**src/rtl/color_poll_seq.sv**
```systemverilog
// Colour-sensor poller: pushes ROM init writes to an I2C master, then issues
// command/read pairs and publishes each sample, once or at a fixed period.
module color_poll_seq #(
    parameter int unsigned INIT_N_G = 2,
    parameter int unsigned CH_G     = 3,
    parameter int unsigned CH_W_G   = 16,
    parameter int unsigned STALL_G  = 240000,
    parameter int unsigned PERIOD_G = 1000000,
    parameter int unsigned TMO_G    = 4000000,
    parameter logic [15:0] CMD_G    = 16'hB4A0,
    localparam int unsigned ADDR_W  = (INIT_N_G > 0) ? $clog2(INIT_N_G + 1) : 1,
    localparam int unsigned SW      = CH_G * CH_W_G
) (
    input  logic              clk_i,
    input  logic              rst_i,
    input  logic              start_i,
    input  logic              cont_i,
    output logic              i2c_send_o,
    output logic [3:0]        i2c_nbytes_o,
    output logic [71:0]       i2c_data_o,
    input  logic [71:0]       i2c_data_i,
    input  logic              i2c_done_i,
    input  logic              i2c_ready_i,
    output logic [ADDR_W-1:0] rom_addr_o,
    input  logic [31:0]       rom_data_i,
    output logic [SW-1:0]     sample_o,
    output logic              sample_valid_o,
    output logic [15:0]       sample_cnt_o,
    output logic              busy_o,
    output logic              init_done_o,
    output logic              err_o
);

    localparam logic [3:0]  RD_NB   = 4'(SW / 8);
    localparam int unsigned TMO_LIM = (TMO_G > 0) ? TMO_G - 1 : 0;
    localparam int unsigned PER_LIM = (PERIOD_G >= 2) ? PERIOD_G - 2 : 0;

    typedef enum logic [3:0] {
        IDLE, FETCH, ISEND, IWAIT, STALL, CSEND, CWAIT,
        RSEND, RWAIT, PUBLISH, PERIOD, HOLD, ERR
    } state_t;

    state_t            state_q, state_d;
    logic [ADDR_W-1:0] rom_addr_q, rom_addr_d;
    logic              send_q, send_d;
    logic [3:0]        nbytes_q, nbytes_d;
    logic [71:0]       data_q, data_d;
    logic [SW-1:0]     sample_q, sample_d;
    logic              valid_q, valid_d;
    logic [15:0]       sample_cnt_q, sample_cnt_d;
    logic              busy_q, busy_d;
    logic              init_done_q, init_done_d;
    logic              err_q, err_d;
    logic [31:0]       cnt_q, cnt_d;
    logic [31:0]       per_cnt_q, per_cnt_d;
    logic              tmo_hit;

    assign tmo_hit = (cnt_q >= TMO_LIM);

    always_comb begin
        state_d      = state_q;
        rom_addr_d   = rom_addr_q;
        send_d       = 1'b0;
        nbytes_d     = nbytes_q;
        data_d       = data_q;
        sample_d     = sample_q;
        valid_d      = 1'b0;
        sample_cnt_d = sample_cnt_q;
        init_done_d  = init_done_q;
        cnt_d        = cnt_q;
        // Cycles elapsed since the last command send; saturates so long reads never wrap.
        per_cnt_d    = (per_cnt_q == '1) ? per_cnt_q : per_cnt_q + 32'd1;

        case (state_q)
            IDLE: begin
                if (start_i) begin
                    if (INIT_N_G == 0 || init_done_q) begin
                        state_d = CSEND;
                    end else begin
                        state_d    = FETCH;
                        rom_addr_d = '0;
                    end
                end
            end
            FETCH: state_d = ISEND;
            ISEND: begin
                if (i2c_ready_i) begin
                    send_d   = 1'b1;
                    nbytes_d = rom_data_i[31:28];
                    data_d   = {48'd0, rom_data_i[23:0]};
                    cnt_d    = '0;
                    state_d  = IWAIT;
                end
            end
            IWAIT: begin
                if (i2c_done_i) begin
                    rom_addr_d = rom_addr_q + ADDR_W'(1);
                    if (32'(rom_addr_q) < INIT_N_G - 1) begin
                        state_d = FETCH;
                    end else begin
                        init_done_d = 1'b1;
                        cnt_d       = '0;
                        state_d     = STALL;
                    end
                end else if (tmo_hit) begin
                    state_d = ERR;
                end else begin
                    cnt_d = cnt_q + 32'd1;
                end
            end
            STALL: begin
                if (cnt_q + 32'd1 >= STALL_G) begin
                    cnt_d   = '0;
                    state_d = CSEND;
                end else begin
                    cnt_d = cnt_q + 32'd1;
                end
            end
            CSEND: begin
                if (i2c_ready_i) begin
                    send_d    = 1'b1;
                    nbytes_d  = 4'd2;
                    data_d    = {56'd0, CMD_G};
                    cnt_d     = '0;
                    per_cnt_d = '0;
                    state_d   = CWAIT;
                end
            end
            CWAIT: begin
                if (i2c_done_i)   state_d = RSEND;
                else if (tmo_hit) state_d = ERR;
                else              cnt_d = cnt_q + 32'd1;
            end
            RSEND: begin
                if (i2c_ready_i) begin
                    send_d   = 1'b1;
                    nbytes_d = RD_NB;
                    data_d   = '0;
                    cnt_d    = '0;
                    state_d  = RWAIT;
                end
            end
            RWAIT: begin
                // Sample is captured with done so the valid pulse lines up with PUBLISH.
                if (i2c_done_i) begin
                    sample_d     = i2c_data_i[SW-1:0];
                    valid_d      = 1'b1;
                    sample_cnt_d = sample_cnt_q + 16'd1;
                    state_d      = PUBLISH;
                end else if (tmo_hit) begin
                    state_d = ERR;
                end else begin
                    cnt_d = cnt_q + 32'd1;
                end
            end
            PUBLISH: begin
                if (cont_i && start_i) state_d = (per_cnt_q >= PER_LIM) ? CSEND : PERIOD;
                else                   state_d = HOLD;
            end
            PERIOD: begin
                if (!start_i)                  state_d = IDLE;
                else if (per_cnt_q >= PER_LIM) state_d = CSEND;
            end
            HOLD, ERR: if (!start_i) state_d = IDLE;
            default: state_d = IDLE;
        endcase

        err_d  = (state_d == ERR);
        busy_d = !(state_d inside {IDLE, HOLD, ERR});
    end

    always_ff @(posedge clk_i) begin
        if (rst_i) begin
            state_q      <= IDLE;
            rom_addr_q   <= '0;
            send_q       <= 1'b0;
            nbytes_q     <= '0;
            data_q       <= '0;
            sample_q     <= '0;
            valid_q      <= 1'b0;
            sample_cnt_q <= '0;
            busy_q       <= 1'b0;
            init_done_q  <= 1'b0;
            err_q        <= 1'b0;
            cnt_q        <= '0;
            per_cnt_q    <= '0;
        end else begin
            state_q      <= state_d;
            rom_addr_q   <= rom_addr_d;
            send_q       <= send_d;
            nbytes_q     <= nbytes_d;
            data_q       <= data_d;
            sample_q     <= sample_d;
            valid_q      <= valid_d;
            sample_cnt_q <= sample_cnt_d;
            busy_q       <= busy_d;
            init_done_q  <= init_done_d;
            err_q        <= err_d;
            cnt_q        <= cnt_d;
            per_cnt_q    <= per_cnt_d;
        end
    end

    assign rom_addr_o     = rom_addr_q;
    assign i2c_send_o     = send_q;
    assign i2c_nbytes_o   = nbytes_q;
    assign i2c_data_o     = data_q;
    assign sample_o       = sample_q;
    assign sample_valid_o = valid_q;
    assign sample_cnt_o   = sample_cnt_q;
    assign busy_o         = busy_q;
    assign init_done_o    = init_done_q;
    assign err_o          = err_q;

endmodule

```
**config.mk**
```make
export PLATFORM = sky130hd
export DESIGN_NAME = color_poll_seq
export DESIGN_NICKNAME = d
export VERILOG_FILES = /design/src/rtl/color_poll_seq.sv
export SDC_FILE = /design/constraint.sdc
export NUM_CORES = 1
export LEC_CHECK = 0
export ABC_AREA = 1
export CAP_MARGIN = 20
export CELL_PAD_IN_SITES_DETAIL_PLACEMENT = 2
export CELL_PAD_IN_SITES_GLOBAL_PLACEMENT = 2
export CORE_MARGIN = 10
export CORE_UTILIZATION = 26
export CTS_BUF_LIST = sky130_fd_sc_hd__clkbuf_4 sky130_fd_sc_hd__clkbuf_8
export DETAILED_ROUTE_END_ITERATION = 16
export PLACE_DENSITY = 0.91
export SYNTH_ARGS = -nofsm -noshare
export SYNTH_HDL_FRONTEND = slang
export SYNTH_SLANG_ARGS = --single-unit
export TNS_END_PERCENT = 20
```
**constraint.sdc**
```tcl
create_clock -name clk_i -period 2.7 [get_ports clk_i]
set_clock_uncertainty 0.15 [all_clocks]
set_input_delay 0.54 -clock clk_i [delete_from_list [all_inputs] [get_ports clk_i]]
set_output_delay 0.54 -clock clk_i [all_outputs]
set_load 0.03 [all_outputs]
```
==> results of run 1 <==
flip-flops by register name, indices dropped and copies added, names as in the netlist, 2 cells and up:
name	flops
i2c_nbytes_o	4
i2c_data_o	24
rom_addr_o	2
state_q	4
cnt_q	32
per_cnt_q	32
sample_o	48
sample_cnt_o	16
final timing paths:
| kind | to | slack [ns] |
|---|---|---|
| worst max-delay path | cnt_q[2]$_SDFFE_PP0P_ | 0.0005 |
| worst min-delay path | sample_o[46]$_SDFFE_PP0P_ | 0.32 |
| worst max register to register | cnt_q[2]$_SDFFE_PP0P_ | 0.0005 |
| worst min register to register | sample_o[46]$_SDFFE_PP0P_ | 0.32 |
per-layer routing:
| metal | vias to the layer above | wire length (microns) | GRT usage, % |
|---|---|---|---|
| li1 | 4688 | - | - |
| met5 | - | 8 | 0 |
| met1 | 4959 | 16000 | 19.1 |
| met2 | 215 | 22500 | 35.5 |
| met3 | 76 | 2120 | 4.68 |
| met4 | 2 | 1300 | 6.47 |
layout by cell type, fill, tap and decap left out, types with 14 or more instances in the layout:
cell type / count
a21oi_1: 125
conb_1: 48
nor3_1: 36
xor2_1: 20
inv_1: 122
dfxtp_1: 149
clkbuf_8: 17
nor2_4: 14
nor2_2: 25
nand4_1: 19
buf_4: 36
nor2_1: 123
nand2_1: 360
o21ai_0: 71
dfxtp_2: 15
nand3_1: 60
a31oi_1: 14
clkdlybuf4s50_1: 179
nand2_2: 18
final cells by class:
type                       instances  area [sq um]  share of cell area (%)
antenna                            4          10.0                  0.0833
clock buffer                      17           234                    1.95
clock inverter                    15           160                    1.33
inverter                         131           503                    4.19
multi-input combinational       1015          5020                    41.8
sequential                       167          3370                    28.1
tap                              455           569                    4.74
timing repair buffer             219          2130                    17.8
timing repair inverter             1          8.76                  0.0729
report_power, final:
part | internal [W] | switching (W) | total [W] | leakage [nW]
combinational | 0.000901 | 0.00183 | 0.00273 | 2.85
clock | 0.000691 | 0.00119 | 0.00188 | 0.199
sequential | 0.00271 | 0.000285 | 0.00299 | 1.36
total | 0.00430 | 0.00330 | 0.00760 | 4.41
critical path, delay by kind of cell, from the launching register on:
family | cells | cell delay, ns
simple gates | 14 | 1.85
flops | 1 | 0.41
buf+inv | 2 | 0.19
cells by family (layout without fill, tap and decap cells):
group	after synthesis	count (layout)	synth area share, %
compound gates	227	227	13.3
xor+xnor	29	29	2.87
fa+ha+maj	6	6	0.825
buf+inv	227	383	11.8
flops	167	167	36.7
other cells	1	52	0.0412
simple gates	705	705	34.4
per-stage QoR:
step,setup TNS [ns],worst slack (ns),power [W]
2_1_floorplan,0,0.495,0.00457
3_3_place_gp,0,0.0264,0.00527
3_5_place_dp,-0.309,-0.112,0.00546
4_1_cts,0,0.000563,0.00743
5_1_grt,-2.30,-0.163,0.00801
6_report,0,0.000490,0.00760
repair_timing:
action                     4_1_cts  5_1_grt
pin swaps                        1        7
buffers inserted                 1        5
gates resized for setup         15       53
setup endpoints to repair       20       42
gates cloned                     1        0
==> flow_summary_export.csv, run 1 <==
group,metric,value,unit
power_and_ir_drop,peakVddDrop,0.000306,V
worst_setup_path,ff2ff_path_depth,16,
worst_setup_path,cp_max_fo,9,
sta,fmax,370,MHz
worst_setup_path,worstPathRequired,2.98,ns
cts,clock_latency,0.49,ns
yosys,yosysTopAreaCellShare,36.7,%
sta,finalHoldViolCount,0,
sta,fin_crit_sh,100,%
sta,rsz0062_at_grt,"true",
cts,hold_buffers,0,
sta,period_minus_slack,2.70,ns
power_and_ir_drop,p_leak,4.41,nW
placement,portBuffers,180,
worst_setup_path,worst-setup-path-type,"reg2reg",
global_route,grt_first_pass_wirelength,65.1,mm
placement,gp_congestion,0.821,
yosys,ys_warn_count,0,
cts,clk_pin_slew,0.12,ns
detailed_routing,drcViolationCount,0,
global_route,grt_use_total,18.6,%
die,start_util,26.3,%
final_layout,drive_above_1_share,12.5,%
worst_setup_path,cp_slowest_cell,"dfxtp_1",
final_layout,final_nets,1668,
worst_setup_path,critPathLaunch,"cnt_q[10]$_SDFFE_PP0P_",
yosys,syn_inst,1362,
detailed_routing,drt_iter0_drc,424,
placement,dp_cells,1981,
sta,relSlewSlack,65.0,%
yosys,syn_avg_cell_area,6.68,sq um
sta,hold_slack,0.325,ns
sta,drv_slew,0,
yosys,synth_most_common_cell,"nand2_1",
worst_setup_path,reg2reg_from,"cnt_q[10]$_SDFFE_PP0P_",
cts,cts_buffer_depth,2,
worst_hold_path,min_path_cells,2,
final_layout,fin_cells,2024,
detailed_routing,antenna_left,0,
flow_run,drv_cap,0,
yosys,yosysSeqAreaShare,36.7,%
yosys,async_flop_share,0,%
worst_hold_path,hp-class,"reg2reg",
yosys,synthTopCellsByCount,"369 x nand2_1, 167 x dfxtp_1, 141 x nor2_1, 125 x a21oi_1, 123 x inv_1",
worst_setup_path,setup.worst_path.end_class,"register",
worst_setup_path,cp_data_arrival_time,2.98,ns
final_layout,syn2layout_area_growth,32.0,%
worst_setup_path,cp-start-kind,"register",
die,fp.coreArea,34500,sq um
die,fp.dieH,207,microns
yosys,synth_area_leaders,"dfxtp_1 37%, nand2_1 15%, a21oi_1 6.9%",
worst_setup_path,path_cells,"nand2_1 > nor2_4 > nand2_1 > nor2_1 > nand3_1 > nand2_1 > nand2_1 > nor2_1 > nand2_1 > nor2_4 > nand2_4 > inv_8 > nand3_1 > nand3b_1 > nand2_1 > inv_1",
cts,numCtsBuffers,17,
cts,clock-sinks,167,
status,outcome,"complete, no violations",
sta,setup_violations,0,
final_layout,design_area,12000,sq um
die,die-area,42900,sq um
yosys,synth_seq_cells,167,
cts,clock-root-buffer,"clkbuf_8",
global_route,antenna_found_initial,6,
die,rows,68,
yosys,ys.flop_type,"dfxtp_1",
detailed_routing,drt_wl_total,41.9,mm
yosys,yosysUniqueCellTypes,52,
detailed_routing,drt-vias-per-instance,4.91,
cts,htreeDepth,4,
global_route,grt_max_degree,94,
placement,post_dp_cell_area,11300,sq um
detailed_routing,dr.pass1.iters,5,
cts,tritoncts,"done",
sta,worst_pin_slew,0.524,ns
worst_setup_path,cpMostUsedCell,"nand2_1",
worst_setup_path,cp_slowest_stage_delay,0.41,ns
detailed_routing,wl_per_cell,20.7,microns
yosys,yosysTopAreaCell,"dfxtp_1",
final_layout,fillers,4122,
yosys,synth_edf_count,0,
global_route,overflow,0,
die,die_x,207,microns
power_and_ir_drop,p_per_area,633,nW/um^2
detailed_routing,dr_total_vias,9940,
placement,dp_hpwl,30.0,mm
worst_hold_path,hold_start,"sample_o[46]$_SDFFE_PP0P_",
die,io_pins,257,
global_route,grt_pass1_vias,11300,
yosys,synthesis.area,9100,sq um
final_layout,fin_util,34.8,%
(Power assumes the default switching activity.)
==> inputs of run 2 (changes only) <==
SLEW_MARGIN = 20   (was default)
==> results of run 2 <==
Same layout as run 1: the final DEF is identical, and so are final timing and power.
